===== config.mk =====
export PLATFORM = sky130hd
export DESIGN_NAME = aes_round_sched
export DESIGN_NICKNAME = d
export VERILOG_FILES = /design/src/rtl/aes_sched_pkg.sv /design/src/rtl/aes_sched_arb.sv /design/src/rtl/aes_round_sched.sv
export SDC_FILE = /design/constraint.sdc
export NUM_CORES = 1
export LEC_CHECK = 0
export ABC_AREA = 1
export BUFFER_PORTS_ARGS = -buffer_cell sky130_fd_sc_hd__buf_2
export CAP_MARGIN = 5
export CELL_PAD_IN_SITES_DETAIL_PLACEMENT = 1
export CELL_PAD_IN_SITES_GLOBAL_PLACEMENT = 1
export CORE_AREA = 2 2 463 465
export CTS_CLUSTER_SIZE = 12
export DETAILED_ROUTE_END_ITERATION = 12
export DIE_AREA = 0 0 465 467
export PLACE_DENSITY_LB_ADDON = 0.2
export SLEW_MARGIN = 25
export SYNTH_ARGS = -nofsm -noshare
export SYNTH_HDL_FRONTEND = slang
export SYNTH_SLANG_ARGS = --single-unit

===== constraint.sdc =====
create_clock -name CLK -period 12.67 [get_ports CLK]
set_input_delay 0.6335 -clock CLK [delete_from_list [all_inputs] [get_ports CLK]]
set_output_delay 0.6335 -clock CLK [all_outputs]
set_load 0.1 [all_outputs]

===== src/rtl/aes_sched_pkg.sv =====
`default_nettype none
// ============================================================================
// aes_sched_pkg : shared states, constants and xtime helper for aes_round_sched
// Revision      : 1.0
// ============================================================================
package aes_sched_pkg;

  localparam int         BLK_W     = 128;
  localparam int         AES_NR    = 10;
  localparam int         RND_W     = 4;
  localparam logic [7:0] RCON_INIT = 8'h01;

  typedef enum logic [1:0] {
    IDLE = 2'd0,
    RUN  = 2'd1,
    DONE = 2'd2
  } state_e;

  function automatic logic [7:0] xtime(input logic [7:0] b);
    return {b[6:0], 1'b0} ^ (b[7] ? 8'h1b : 8'h00);
  endfunction

endpackage
`default_nettype wire


===== src/rtl/aes_sched_arb.sv =====
`default_nettype none
// ============================================================================
// aes_sched_arb : 2-way request arbiter (round-robin when AES_SCHED_RR_EN is
//                 defined, fixed priority to requester 0 otherwise)
// Revision      : 1.0
// ============================================================================
module aes_sched_arb
  import aes_sched_pkg::*;
(
`ifdef AES_SCHED_RR_EN
  input  logic       CLK,
  input  logic       rst,
  input  logic       accept_i,
`endif
  input  logic [1:0] req_i,
  output logic [1:0] gnt_o
);

`ifdef AES_SCHED_RR_EN
  // prio_q set means requester 1 wins a tie; flips away from the last winner
  logic prio_q;

  always_ff @(posedge CLK or posedge rst) begin
    if (rst) begin
      prio_q <= 1'b0;
    end else if (accept_i) begin
      prio_q <= gnt_o[0];
    end
  end

  always_comb begin
    gnt_o = req_i;
    if (req_i == 2'b11) begin
      gnt_o = prio_q ? 2'b10 : 2'b01;
    end
  end
`else
  always_comb begin
    gnt_o = req_i[0] ? 2'b01 : {req_i[1], 1'b0};
  end
`endif

endmodule
`default_nettype wire


===== src/rtl/aes_round_sched.sv =====
`default_nettype none
// ============================================================================
// aes_round_sched : schedules AES-128 rounds through an external round engine
//                   for two requesters; AES_SCHED_RR_EN selects RR arbitration
// Revision        : 1.0
// ============================================================================
module aes_round_sched
  import aes_sched_pkg::*;
#(
  parameter int TAG_W = 4
) (
  input  logic             CLK,
  input  logic             rst,
  input  logic [1:0]       req_valid_i,
  output logic [1:0]       req_ready_o,
  input  logic [BLK_W-1:0] req_key0_i,
  input  logic [BLK_W-1:0] req_key1_i,
  input  logic [BLK_W-1:0] req_data0_i,
  input  logic [BLK_W-1:0] req_data1_i,
  input  logic [TAG_W-1:0] req_tag0_i,
  input  logic [TAG_W-1:0] req_tag1_i,
  output logic [BLK_W-1:0] eng_din_o,
  output logic [BLK_W-1:0] eng_kin_o,
  output logic [7:0]       eng_rcon_o,
  output logic             eng_final_o,
  input  logic [BLK_W-1:0] eng_dout_i,
  input  logic [BLK_W-1:0] eng_kout_i,
  output logic             out_valid_o,
  input  logic             out_ready_i,
  output logic [BLK_W-1:0] out_data_o,
  output logic [TAG_W-1:0] out_tag_o,
  output logic             out_port_o,
  output logic             busy_o
);

  state_e           state_q, state_d;
  logic [BLK_W-1:0] dat_q, dat_d;
  logic [BLK_W-1:0] rkey_q, rkey_d;
  logic [7:0]       rcon_q, rcon_d;
  logic [RND_W-1:0] rnd_q, rnd_d;
  logic [TAG_W-1:0] tag_q, tag_d;
  logic             port_q, port_d;
  logic [1:0]       gnt;
  logic             accept;
  logic             in_run;

  aes_sched_arb u_arb (
`ifdef AES_SCHED_RR_EN
    .CLK      (CLK),
    .rst      (rst),
    .accept_i (accept),
`endif
    .req_i    (req_valid_i),
    .gnt_o    (gnt)
  );

  // Grant is withheld while reset is held even though state already reads IDLE
  assign req_ready_o = (state_q == IDLE && !rst) ? gnt : 2'b00;
  assign accept      = |(req_valid_i & req_ready_o);
  assign in_run      = (state_q == RUN);

  always_comb begin
    state_d = state_q;
    dat_d   = dat_q;
    rkey_d  = rkey_q;
    rcon_d  = rcon_q;
    rnd_d   = rnd_q;
    tag_d   = tag_q;
    port_d  = port_q;
    case (state_q)
      IDLE: begin
        if (accept) begin
          state_d = RUN;
          port_d  = req_ready_o[1];
          dat_d   = req_ready_o[1] ? (req_data1_i ^ req_key1_i) : (req_data0_i ^ req_key0_i);
          rkey_d  = req_ready_o[1] ? req_key1_i : req_key0_i;
          tag_d   = req_ready_o[1] ? req_tag1_i : req_tag0_i;
          rcon_d  = RCON_INIT;
          rnd_d   = RND_W'(1);
        end
      end
      RUN: begin
        dat_d  = eng_dout_i;
        rkey_d = eng_kout_i;
        rcon_d = xtime(rcon_q);
        rnd_d  = rnd_q + RND_W'(1);
        if (rnd_q == RND_W'(AES_NR)) begin
          state_d = DONE;
        end
      end
      DONE: begin
        if (out_ready_i) begin
          state_d = IDLE;
        end
      end
      default: state_d = IDLE;
    endcase
  end

  always_ff @(posedge CLK or posedge rst) begin
    if (rst) begin
      state_q <= IDLE;
      dat_q   <= '0;
      rkey_q  <= '0;
      rcon_q  <= RCON_INIT;
      rnd_q   <= '0;
      tag_q   <= '0;
      port_q  <= 1'b0;
    end else begin
      state_q <= state_d;
      dat_q   <= dat_d;
      rkey_q  <= rkey_d;
      rcon_q  <= rcon_d;
      rnd_q   <= rnd_d;
      tag_q   <= tag_d;
      port_q  <= port_d;
    end
  end

  assign eng_din_o   = dat_q;
  assign eng_kin_o   = rkey_q;
  assign eng_rcon_o  = in_run ? rcon_q : 8'h00;
  assign eng_final_o = in_run && (rnd_q == RND_W'(AES_NR));
  assign out_valid_o = (state_q == DONE);
  assign out_data_o  = dat_q;
  assign out_tag_o   = tag_q;
  assign out_port_o  = port_q;
  assign busy_o      = (state_q != IDLE);

endmodule
`default_nettype wire


==> results of run 1 <==
synthesized netlist by cell type (all sizes together):
| master | n |
|---|---|
| o22ai | 8 |
| a21oi | 1 |
| nor2 | 15 |
| nor3 | 1 |
| ha | 2 |
| buf | 279 |
| dfrtp | 274 |
| inv | 279 |
| o21ai | 12 |
| nand4 | 128 |
| a22oi | 1 |
| xor2 | 130 |
| nand2 | 1172 |
| or2 | 256 |
| dfstp | 1 |
| nand3 | 642 |
| xnor2 | 2 |
| clkbuf | 69 |
final cells by class:
cell class,instances,area [um2],share of cell area
antenna,32,80.1,0.00260
clock buffer,73,1420,0.0460
clock inverter,11,144,0.00467
inverter,279,1060,0.0345
multi-input combinational,2370,11400,0.372
sequential,275,6880,0.223
tap,2821,3530,0.115
timing repair buffer,1220,6240,0.203
per-layer routing:
layer | wire, um | up-vias | GRT usage
met3 | 13200 | 266 | 0.0522
met4 | 4100 | 108 | 0.0370
met1 | 59400 | 12100 | 0.151
li1 | - | 12100 | -
met5 | 678 | - | 0
met2 | 78100 | 899 | 0.248
worst max-delay path: stages:
cell and delay (ns):
dlygate4sd3_1 0.54, buf_2 0.18, nor2_4 0.38, o21ai_2 0.10, buf_4 0.21, nand2_8 0.47
buf_4 0.64, buf_4 0.65, buf_4 0.59, nand3_1 0.14, nand2_1 0.09
cells in the final DEF, fill, tap and decap left out, types with 22 or more instances in the layout:
cell type / n
buf_2: 1182
nand2_1: 1170
nand3_1: 641
inv_1: 276
dfrtp_1: 274
or2_2: 136
xor2_1: 130
nand4_1: 128
or2_1: 98
clkbuf_16: 49
buf_4: 34
diode_2: 32
or2_0: 22
kinds of logic after synthesis:
kind of cell | count (synthesis) | synth area share
xor gates and xnor gates | 132 | 0.0541
DFF | 275 | 0.322
adders and majority gates | 2 | 0.00117
and+or+nand+nor | 2214 | 0.473
buffers and inverters | 627 | 0.144
AOI/OAI and AO/OA | 22 | 0.00592
state kept, by name, indices dropped and copies added, names as in the netlist:
name        count
rnd_q           4
out_port_o      1
eng_kin_o     128
eng_din_o     128
state_q         2
out_tag_o       4
rcon_q          8
stage by stage:
| step | hold WS, ns | instance area (um2) | utilization | setup slack (ns) | instances |
|---|---|---|---|---|---|
| 4_1_cts | 0.136 | 30700 | 0.145 | 8.28 | 7049 |
| 6_report | 0.223 | 30800 | 0.146 | 8.54 | 7081 |
| 5_1_grt | 0.173 | 30800 | 0.145 | 8.13 | 7065 |
| 2_1_floorplan | 0.472 | 21400 | - | 0.917 | 3272 |
| 3_5_place_dp | 0.458 | 29100 | 0.138 | 8.12 | 6964 |
| 3_3_place_gp | 0.452 | 29100 | 0.138 | 8.16 | 6964 |
final timing paths:
check | startpoint | to | slack [ns] | depth (start not counted)
max | rst | eng_din_o[116] | 8.54 | 11
min | out_ready_i | state_q[1] | 0.22 | 2
max reg2reg | state_q[0] | eng_din_o[116] | 8.63 | 11
min reg2reg | out_port_o | out_port_o | 0.47 | 2
max in group asynchronous | rst | eng_kin_o[19] | 9.80 | 6
min in group asynchronous | rst | eng_din_o[81] | 0.56 | 3
repair_timing:
action                     CTS  global route
setup endpoints to repair    0             0
hold endpoints to repair    13             0
hold buffers                 1             0
==> flow_summary.json, run 1 <==
{
  "period_needed_ns": 4.13,
  "dr.pass1.iters": 5,
  "finalNetCount": 4977,
  "yosys.area.top_type_share": 0.321,
  "initial_utilization": 0.101,
  "ys_seq_area_frac": 0.322,
  "tns_ns": 0,
  "end_kind": "flop",
  "clock_skew_ns": 0.0214,
  "syn_inst": 3272,
  "finalSetupViolCount": 0,
  "ys_types": 30,
  "timing.fmax_mhz": 242,
  "drt-initial-drc-count": 1085,
  "io_pins": 1183,
  "overflow": 0,
  "grt_antenna_before_repair": 119,
  "rsz0062_at_grt": "false",
  "cts_buffers": 48,
  "grt_pass1_vias": 26600,
  "mappedNetlistArea_um2": 21400,
  "outcome": "completed",
  "tightest_slew_ns": 1.06,
  "max_slew_margin": 0.291,
  "ys_top_cells_by_area": "dfrtp_1 32%, nand2_1 21%, nand3_1 15%",
  "drive_gt1_frac": 0.340,
  "die-area_um2": 217000,
  "cts_tree": "yes",
  "core_area_um2": 212000,
  "vias": 25500,
  "clkSinkCount": 275,
  "critPathKind": "in -> reg",
  "min_path_type": "in -> reg",
  "finalCritPeriodShare": 0.326,
  "clk_pin_slew_ns": 0.05,
  "area_growth_pct": 44.2,
  "h-tree-depth": 2,
  "timing.final.hold_violations": 0,
  "drc_errors": 0,
  "n_fill_cell": 26100,
  "clkLatencyLatePin_ns": 0.64,
  "die-width_um": 465,
  "worst-path-max-fanout": 81,
  "routed_wl_um": 155000,
  "cts_buffer_depth": 3,
  "wire_per_inst_um": 22.0,
  "place_congestion": 0.804,
  "grt_use_total": 0.138,
  "ys_ff_latch": 275,
  "grt_start_max_net_pins": 189,
  "cp.required_ns": 13.25,
  "die_h_um": 467,
  "synth_nets": 4055,
  "vias_per_cell": 3.60,
  "drv_cap": 0,
  "arrival_ns": 4.71,
  "yosys.area.top_type": "dfrtp_1",
  "root_buffer": "clkbuf_16",
  "post_cts_buffers": 0,
  "hpwl_um": 121000,
  "postCtsResizedCells": 0,
  "critPathLaunchType": "primary input",
  "ant_nets": 0,
  "grt_pass1_wl_um": 214000,
  "io_buffer_count": 1182,
  "yosysWarningCount": 0,
  "syn_area_per_cell_um2": 6.53,
  "num_rows": 169,
  "slew_viol_final": 0
}
Power of run 1 is left out: the tool's default activity adds up to more than one toggle a clock period on the data nets, which glitch-free logic cannot reach.
==> run 2: changes to the inputs <==
--- a/config.mk
+++ b/config.mk
@@ -5,15 +5,15 @@
 export SDC_FILE = /design/constraint.sdc
 export NUM_CORES = 1
 export LEC_CHECK = 0
-export ABC_AREA = 1
+export ABC_AREA = 0
 export BUFFER_PORTS_ARGS = -buffer_cell sky130_fd_sc_hd__buf_2
 export CAP_MARGIN = 5
 export CELL_PAD_IN_SITES_DETAIL_PLACEMENT = 1
 export CELL_PAD_IN_SITES_GLOBAL_PLACEMENT = 1
-export CORE_AREA = 2 2 463 465
+export CORE_AREA = 2 2 464 466
 export CTS_CLUSTER_SIZE = 12
 export DETAILED_ROUTE_END_ITERATION = 12
-export DIE_AREA = 0 0 465 467
+export DIE_AREA = 0 0 466 468
 export PLACE_DENSITY_LB_ADDON = 0.2
 export SLEW_MARGIN = 25
 export SYNTH_ARGS = -nofsm -noshare
==> constraint.sdc (replaced) <==
create_clock -name CLK -period 3.3 [get_ports CLK]
set_input_delay 0.165 -clock CLK [delete_from_list [all_inputs] [get_ports CLK]]
set_output_delay 0.165 -clock CLK [all_outputs]
set_load 0.1 [all_outputs]
==> run 2 against run 1 <==
Critical path depth is 8 lower. Routed wire length rose by 5.5%. Utilization rose by 1.5 points. Largest cell class is now non-clock buffers. Worst setup slack worse by 8.2 ns. Via count down 13%. Non-clock buffer count grew 525. Global-route usage increased by 0.55 points. Synthesized cell count decreased by 45%. Clock-buffer cell count shrank 7.
==> flow_summary.json, run 2 <==
{
  "outcome": "completed",
  "synthTopCellsByCount": "274 x dfrtp_1, 260 x xor2_1, 259 x a22o_1",
  "drt-initial-drc-count": 1060,
  "synth.most_common_cell": "dfrtp_1",
  "clkSinkCount": 275,
  "fin_total_pwr_mw": 41.4,
  "overflow": 0,
  "n_fill_cell": 25100,
  "cp.required_ns": 3.13,
  "cts_buffers": 45,
  "clkLatencyLatePin_ns": 0.66,
  "drv_cap": 0,
  "ys_types": 38,
  "ys_top_cells_by_area": "dfrtp_1 36%, xor2_1 12%, a22o_1 12%",
  "mappedNetlistArea_um2": 19000,
  "vdd_ir_drop_max_v": 0.000810,
  "synth_edf_count": 0,
  "h-tree-depth": 2,
  "power_density_nw_per_um2": 1200,
  "syn_inst": 1785,
  "r2r-end": "eng_din_o[27]",
  "place_congestion": 0.833,
  "worst-r2r-cell-count": 5,
  "initial_utilization": 0.0893,
  "crit_path_start": "state_q[1]",
  "vias_per_cell": 3.59,
  "multi_input_area_um2": 9900,
  "synth_nets": 2568,
  "grt_antenna_before_repair": 121,
  "area_growth_pct": 80.3,
  "clock_skew_ns": 0.0438,
  "critPathLaunchType": "flop",
  "syn_area_per_cell_um2": 10.7,
  "slew_viol_final": 0,
  "yosys.area.top_type_share": 0.360,
  "post_cts_buffers": 0,
  "drive_gt1_frac": 0.422,
  "async_reset_ff_frac": 1.00,
  "end_kind": "primary output",
  "min_path_type": "in -> reg",
  "cts_tree": "yes",
  "hpwl_um": 129000,
  "ant_nets": 0,
  "worst_r2r_startpoint": "state_q[1]",
  "max_stage_delay_ns": 0.71,
  "path_cells": "nor3_4 -> and2_1 -> buf_2",
  "root_buffer": "clkbuf_16",
  "die_h_um": 468,
  "io_pins": 1183,
  "vias": 22200,
  "finalCritPeriodShare": 0.891,
  "finalSetupViolCount": 0,
  "crit_end": "req_ready_o[0]",
  "timing.final.hold_violations": 0,
  "final_common_cell": "buf_2",
  "drc_errors": 0,
  "ys_ff_latch": 275,
  "period_needed_ns": 2.94,
  "yosysWarningCount": 0,
  "critical_path.slowest_cell": "dfrtp_4",
  "tightest_slew_ns": 0.897,
  "grt_pass1_wl_um": 214000,
  "die-area_um2": 218000,
  "yosys.area.top_type": "dfrtp_1",
  "timing.fmax_mhz": 340,
  "num_rows": 170,
  "routed_wl_um": 164000,
  "rsz0062_at_grt": "false",
  "final_cell_area_um2": 34300,
  "finalNetCount": 4066,
  "seq_area_um2": 6890,
  "ys_seq_area_frac": 0.361,
  "placed_cell_area_um2": 27500,
  "io_buffer_count": 1182,
  "leakagePower_nw": 16.4,
  "grt_pass1_vias": 23600,
  "grt_use_total": 0.143,
  "final_cell_mix": "1180 x buf_2, 505 x dlygate4sd3_1, 273 x dfrtp_1, 260 x xor2_1, 259 x a22o_1",
  "wire_per_inst_um": 26.5,
  "synth_ff_type": "dfrtp_1",
  "grt_start_max_net_pins": 72,
  "clk_pin_slew_ns": 0.06,
  "postCtsResizedCells": 0,
  "die-width_um": 466,
  "arrival_ns": 2.78,
  "dr.pass1.iters": 5,
  "worst-path-max-fanout": 35,
  "reg2reg_slack_ns": 0.38,
  "cts_buffer_depth": 3,
  "core_area_um2": 213000,
  "max_slew_margin": 0.402,
  "critPathKind": "reg -> out"
}
## run 2: how the worst min path moves through the flow
stage / startpoint / end / depth (start not counted)
2_1_floorplan: out_ready_i / state_q[1] / 2
6_report: req_key1_i[71] / eng_kin_o[71] / 3
3_5_place_dp: out_ready_i / state_q[1] / 3
5_1_grt: req_key0_i[108] / eng_kin_o[108] / 3
3_3_place_gp: out_ready_i / state_q[1] / 3
4_1_cts: req_key0_i[108] / eng_kin_o[108] / 3
## run 2: kinds of logic (layout without fill, tap and decap cells)
family	after synthesis	after routing	synth area share
flip-flops	275	275	0.361
AO/OA/AOI/OAI	659	659	0.316
multiplexers	136	136	0.0720
AND/OR/NAND/NOR	26	26	0.00913
XOR/XNOR	260	260	0.120
buffers and inverters	427	1961	0.121
other	0	36	0
adder cells (fa/ha/maj)	2	2	0.00131
## run 2: per-stage QoR
stage | hold slack [ns] | utilization | setup TNS [ns] | cells | setup slack (ns)
5_1_grt | 0.00956 | 0.161 | 0 | 6168 | 0.148
6_report | 0.0709 | 0.161 | 0 | 6193 | 0.360
4_1_cts | 0.00344 | 0.160 | 0 | 6156 | 0.129
2_1_floorplan | 0.320 | - | -137.43 | 1785 | -0.502
3_3_place_gp | 0.442 | 0.129 | 0 | 5567 | 0.740
3_5_place_dp | 0.446 | 0.129 | 0 | 5568 | 0.811
## run 2: where the power goes
group | leakage (nW) | total [mW] | internal (mW) | switching (mW)
Clock | 0.805 | 5.60 | 3.42 | 2.17
Sequential | 3.22 | 6.98 | 4.93 | 2.04
Combinational | 12.4 | 28.8 | 6.09 | 22.7
Total | 16.4 | 41.4 | 14.4 | 26.9
## run 2: timing repair
item                                   in CTS  in global routing
hold buffers                              505                  0
endpoints found under the hold margin     273                  0
setup endpoints to repair                   0                  0
## run 2: area by class of cell
| cell class | instances | area share |
|---|---|---|
| repair buffers | 1745 | 0.343 |
| clock buffers | 66 | 0.0389 |
| multi-input cells | 1083 | 0.288 |
| well taps | 2838 | 0.103 |
| flip-flops and latches | 275 | 0.201 |
| inverters | 133 | 0.0148 |
| diodes | 36 | 0.00262 |
| clock inverters | 17 | 0.00892 |
## run 2: critical path, delay by kind of cell (launching register included)
kind / cells / cell delay [ns]
buf+inv: 1 / 0.52
simple gates: 2 / 0.86
flops: 1 / 0.71
## run 2: layer usage
metal / part of all wire / vias up / track usage
met3: 0.092 / 247 / 0.0516
met5: 0.0028 / - / 0
li1: - / 9776 / -
met1: 0.40 / 11100 / 0.170
met2: 0.47 / 1048 / 0.244
met4: 0.027 / 76 / 0.0354
No activity file was read; power rests on OpenSTA's default activity.
==> run 3: changes to the inputs <==
--- a/config.mk
+++ b/config.mk
@@ -19,3 +19,4 @@
 export SYNTH_ARGS = -nofsm -noshare
 export SYNTH_HDL_FRONTEND = slang
 export SYNTH_SLANG_ARGS = --single-unit
+export TNS_END_PERCENT = 30
==> constraint.sdc (replaced) <==
create_clock -name CLK -period 2.51 [get_ports CLK]
set_input_delay 0.1255 -clock CLK [delete_from_list [all_inputs] [get_ports CLK]]
set_output_delay 0.1255 -clock CLK [all_outputs]
set_load 0.1 [all_outputs]
==> run 3 against run 2 <==
Clock skew decreased by 0.031 ns. Design area rose by 3.7%. Sequential power is 31% higher. Worst setup slack got worse by 0.28 ns. Via count grew 1.9%. Register-to-register slack lost 0.24 ns. Flip-flop and latch count did not move. Clock power rose by 15%. Total power increased by 30%. Critical path type is now in -> reg. Largest power group unchanged.
==> flow_summary.json, run 3 (same netlist as run 2, synthesis figures left out) <==
{
  "tns_ns": 0,
  "vias_per_cell": 3.59,
  "num_rows": 170,
  "clk_pin_slew_ns": 0.06,
  "path_buf_inv": 5,
  "cp.required_ns": 3.06,
  "finalSetupViolCount": 0,
  "leakagePower_nw": 17.0,
  "vias": 22700,
  "worst-path-max-fanout": 1,
  "core_area_um2": 213000,
  "grt_pass1_wl_um": 210000,
  "grt_use_met1": 0.160,
  "vdd_ir_drop_max_v": 0.00103,
  "dr.pass1.iters": 5,
  "h-tree-depth": 2,
  "drt-initial-drc-count": 1052,
  "drc_errors": 0,
  "power_density_nw_per_um2": 1510,
  "tightest_slew_ns": 0.683,
  "grtUsageMet2": 0.243,
  "grt_use_total": 0.138,
  "grt_pass1_vias": 24300,
  "rsz0062_at_grt": "false",
  "ant_nets": 0,
  "grt_start_max_net_pins": 66,
  "met3_usage": 0.0441,
  "critPathMostFrequentCell": "dlygate4sd3_1",
  "critPathKind": "in -> reg",
  "io_buffer_count": 1182,
  "clkLatencyLatePin_ns": 0.62,
  "root_buffer": "clkbuf_16",
  "outcome": "completed",
  "wire_per_inst_um": 24.9,
  "cts_buffers": 43,
  "routed_wl_um": 158000,
  "die-width_um": 466,
  "seq_area_um2": 6890,
  "path_cells": "dlygate4sd3_1 -> buf_2 -> xor2_1 -> dlygate4sd3_1 -> mux2i_1 -> dlygate4sd3_1 -> a221oi_1 -> dlygate4sd3_1",
  "multi_input_area_um2": 9890,
  "cts_buffer_depth": 3,
  "finalNetCount": 4203,
  "final_cell_mix": "1170 x buf_2, 586 x dlygate4sd3_1, 272 x dfrtp_1, 260 x xor2_1, 259 x a22o_1",
  "grt_antenna_before_repair": 102,
  "die_h_um": 468,
  "max_slew_margin": 0.544,
  "fin_total_pwr_mw": 53.7,
  "period_needed_ns": 2.43,
  "place_congestion": 0.815,
  "n_fill_cell": 25200,
  "worst_slack_ns": 0.0772,
  "initial_utilization": 0.0893,
  "end_kind": "flop",
  "cp_top_family": "buffers and inverters",
  "clkSinkCount": 275,
  "critical_path.slowest_cell": "dlygate4sd3_1",
  "die-area_um2": 218000,
  "clock_skew_ns": 0.0131,
  "grt_busiest_layer": "met2",
  "min_path_type": "in -> reg",
  "io_pins": 1183,
  "post-place-ws_ns": 0.450,
  "reg2reg_slack_ns": 0.14,
  "final_common_cell": "buf_2",
  "max_stage_delay_ns": 0.58,
  "drive_gt1_frac": 0.422,
  "timing.final.hold_violations": 0,
  "overflow": 0,
  "timing.fmax_mhz": 411,
  "finalCritPeriodShare": 0.969,
  "area_growth_pct": 86.9,
  "cts_tree": "yes",
  "hpwl_um": 126000,
  "arrival_ns": 2.98,
  "critPathLaunchType": "primary input",
  "slew_viol_final": 0,
  "drv_cap": 0
}
-- run 3: cell count changes in the layout (fill, tap and decap cells not counted), moves of 2 or more --
cell	change
clkbuf_8	+5
buf_2	-10
clkbuf_1	-4
clkinvlp_4	+2
bufinv_16	-7
buf_12	+14
dlygate4sd3_1	+81
clkinv_2	+2
diode_2	-8
inv_6	-2
buf_4	+53
-- run 3: where the power goes --
part | switching (mW) | internal [mW]
Combinational | 29.8 | 8.28
Clock | 2.63 | 3.82
Sequential | 2.68 | 6.49
-- run 3: final timing paths --
check                            startpoint             end  cells after the start
setup / recovery           req_data0_i[100]  eng_din_o[100]                      8
hold / removal               req_valid_i[1]        rnd_q[2]                      3
setup reg to reg                 state_q[1]   eng_din_o[16]                      7
hold reg to reg                   rcon_q[6]       rcon_q[6]                      1
max in group asynchronous               rst   eng_din_o[37]                      5
min in group asynchronous               rst    eng_kin_o[4]                      3
-- run 3: metal layers --
| layer | vias to the layer above | share of wire |
|---|---|---|
| met5 | - | 0.0024 |
| met4 | 62 | 0.028 |
| met3 | 240 | 0.084 |
| met2 | 1011 | 0.49 |
| met1 | 11300 | 0.39 |
| li1 | 10000 | - |
-- run 3: through the flow --
stage,area (um2),cells,hold WS [ns],utilization
detailed placement,28200,5626,0.309,0.132
CTS,35500,6287,0.00207,0.166
floorplan,19100,1785,0.280,-
global placement,28200,5626,0.311,0.132
finish,35600,6318,0.0458,0.167
global route,35600,6302,0.0162,0.167
-- run 3: worst register-to-register path, cell delays in order (launching register included) --
cell and delay (ns):
dfrtp_4 0.55, buf_4 0.24, inv_8 0.25, buf_12 0.25, buf_4 0.19, o22ai_1 0.09, a221oi_2 0.17, dlygate4sd3_1 0.58
-- run 3: timing repair --
item                                    4_1_cts  5_1_grt
gates cloned                                  0        0
hold buffers                                584        2
endpoints found under the hold margin       270        2
setup buffers                                 0        1
endpoints found under the setup margin        7       27
gates resized for setup                       3        4
-- run 3: layout make-up --
class | instances | share of cell area
multi-input cells | 1083 | 0.278
clock buffers | 66 | 0.0383
inverters | 133 | 0.0143
repair buffers | 1884 | 0.372
well taps | 2838 | 0.0997
diodes | 28 | 0.00197
flip-flops and latches | 275 | 0.193
clock inverters | 11 | 0.00246
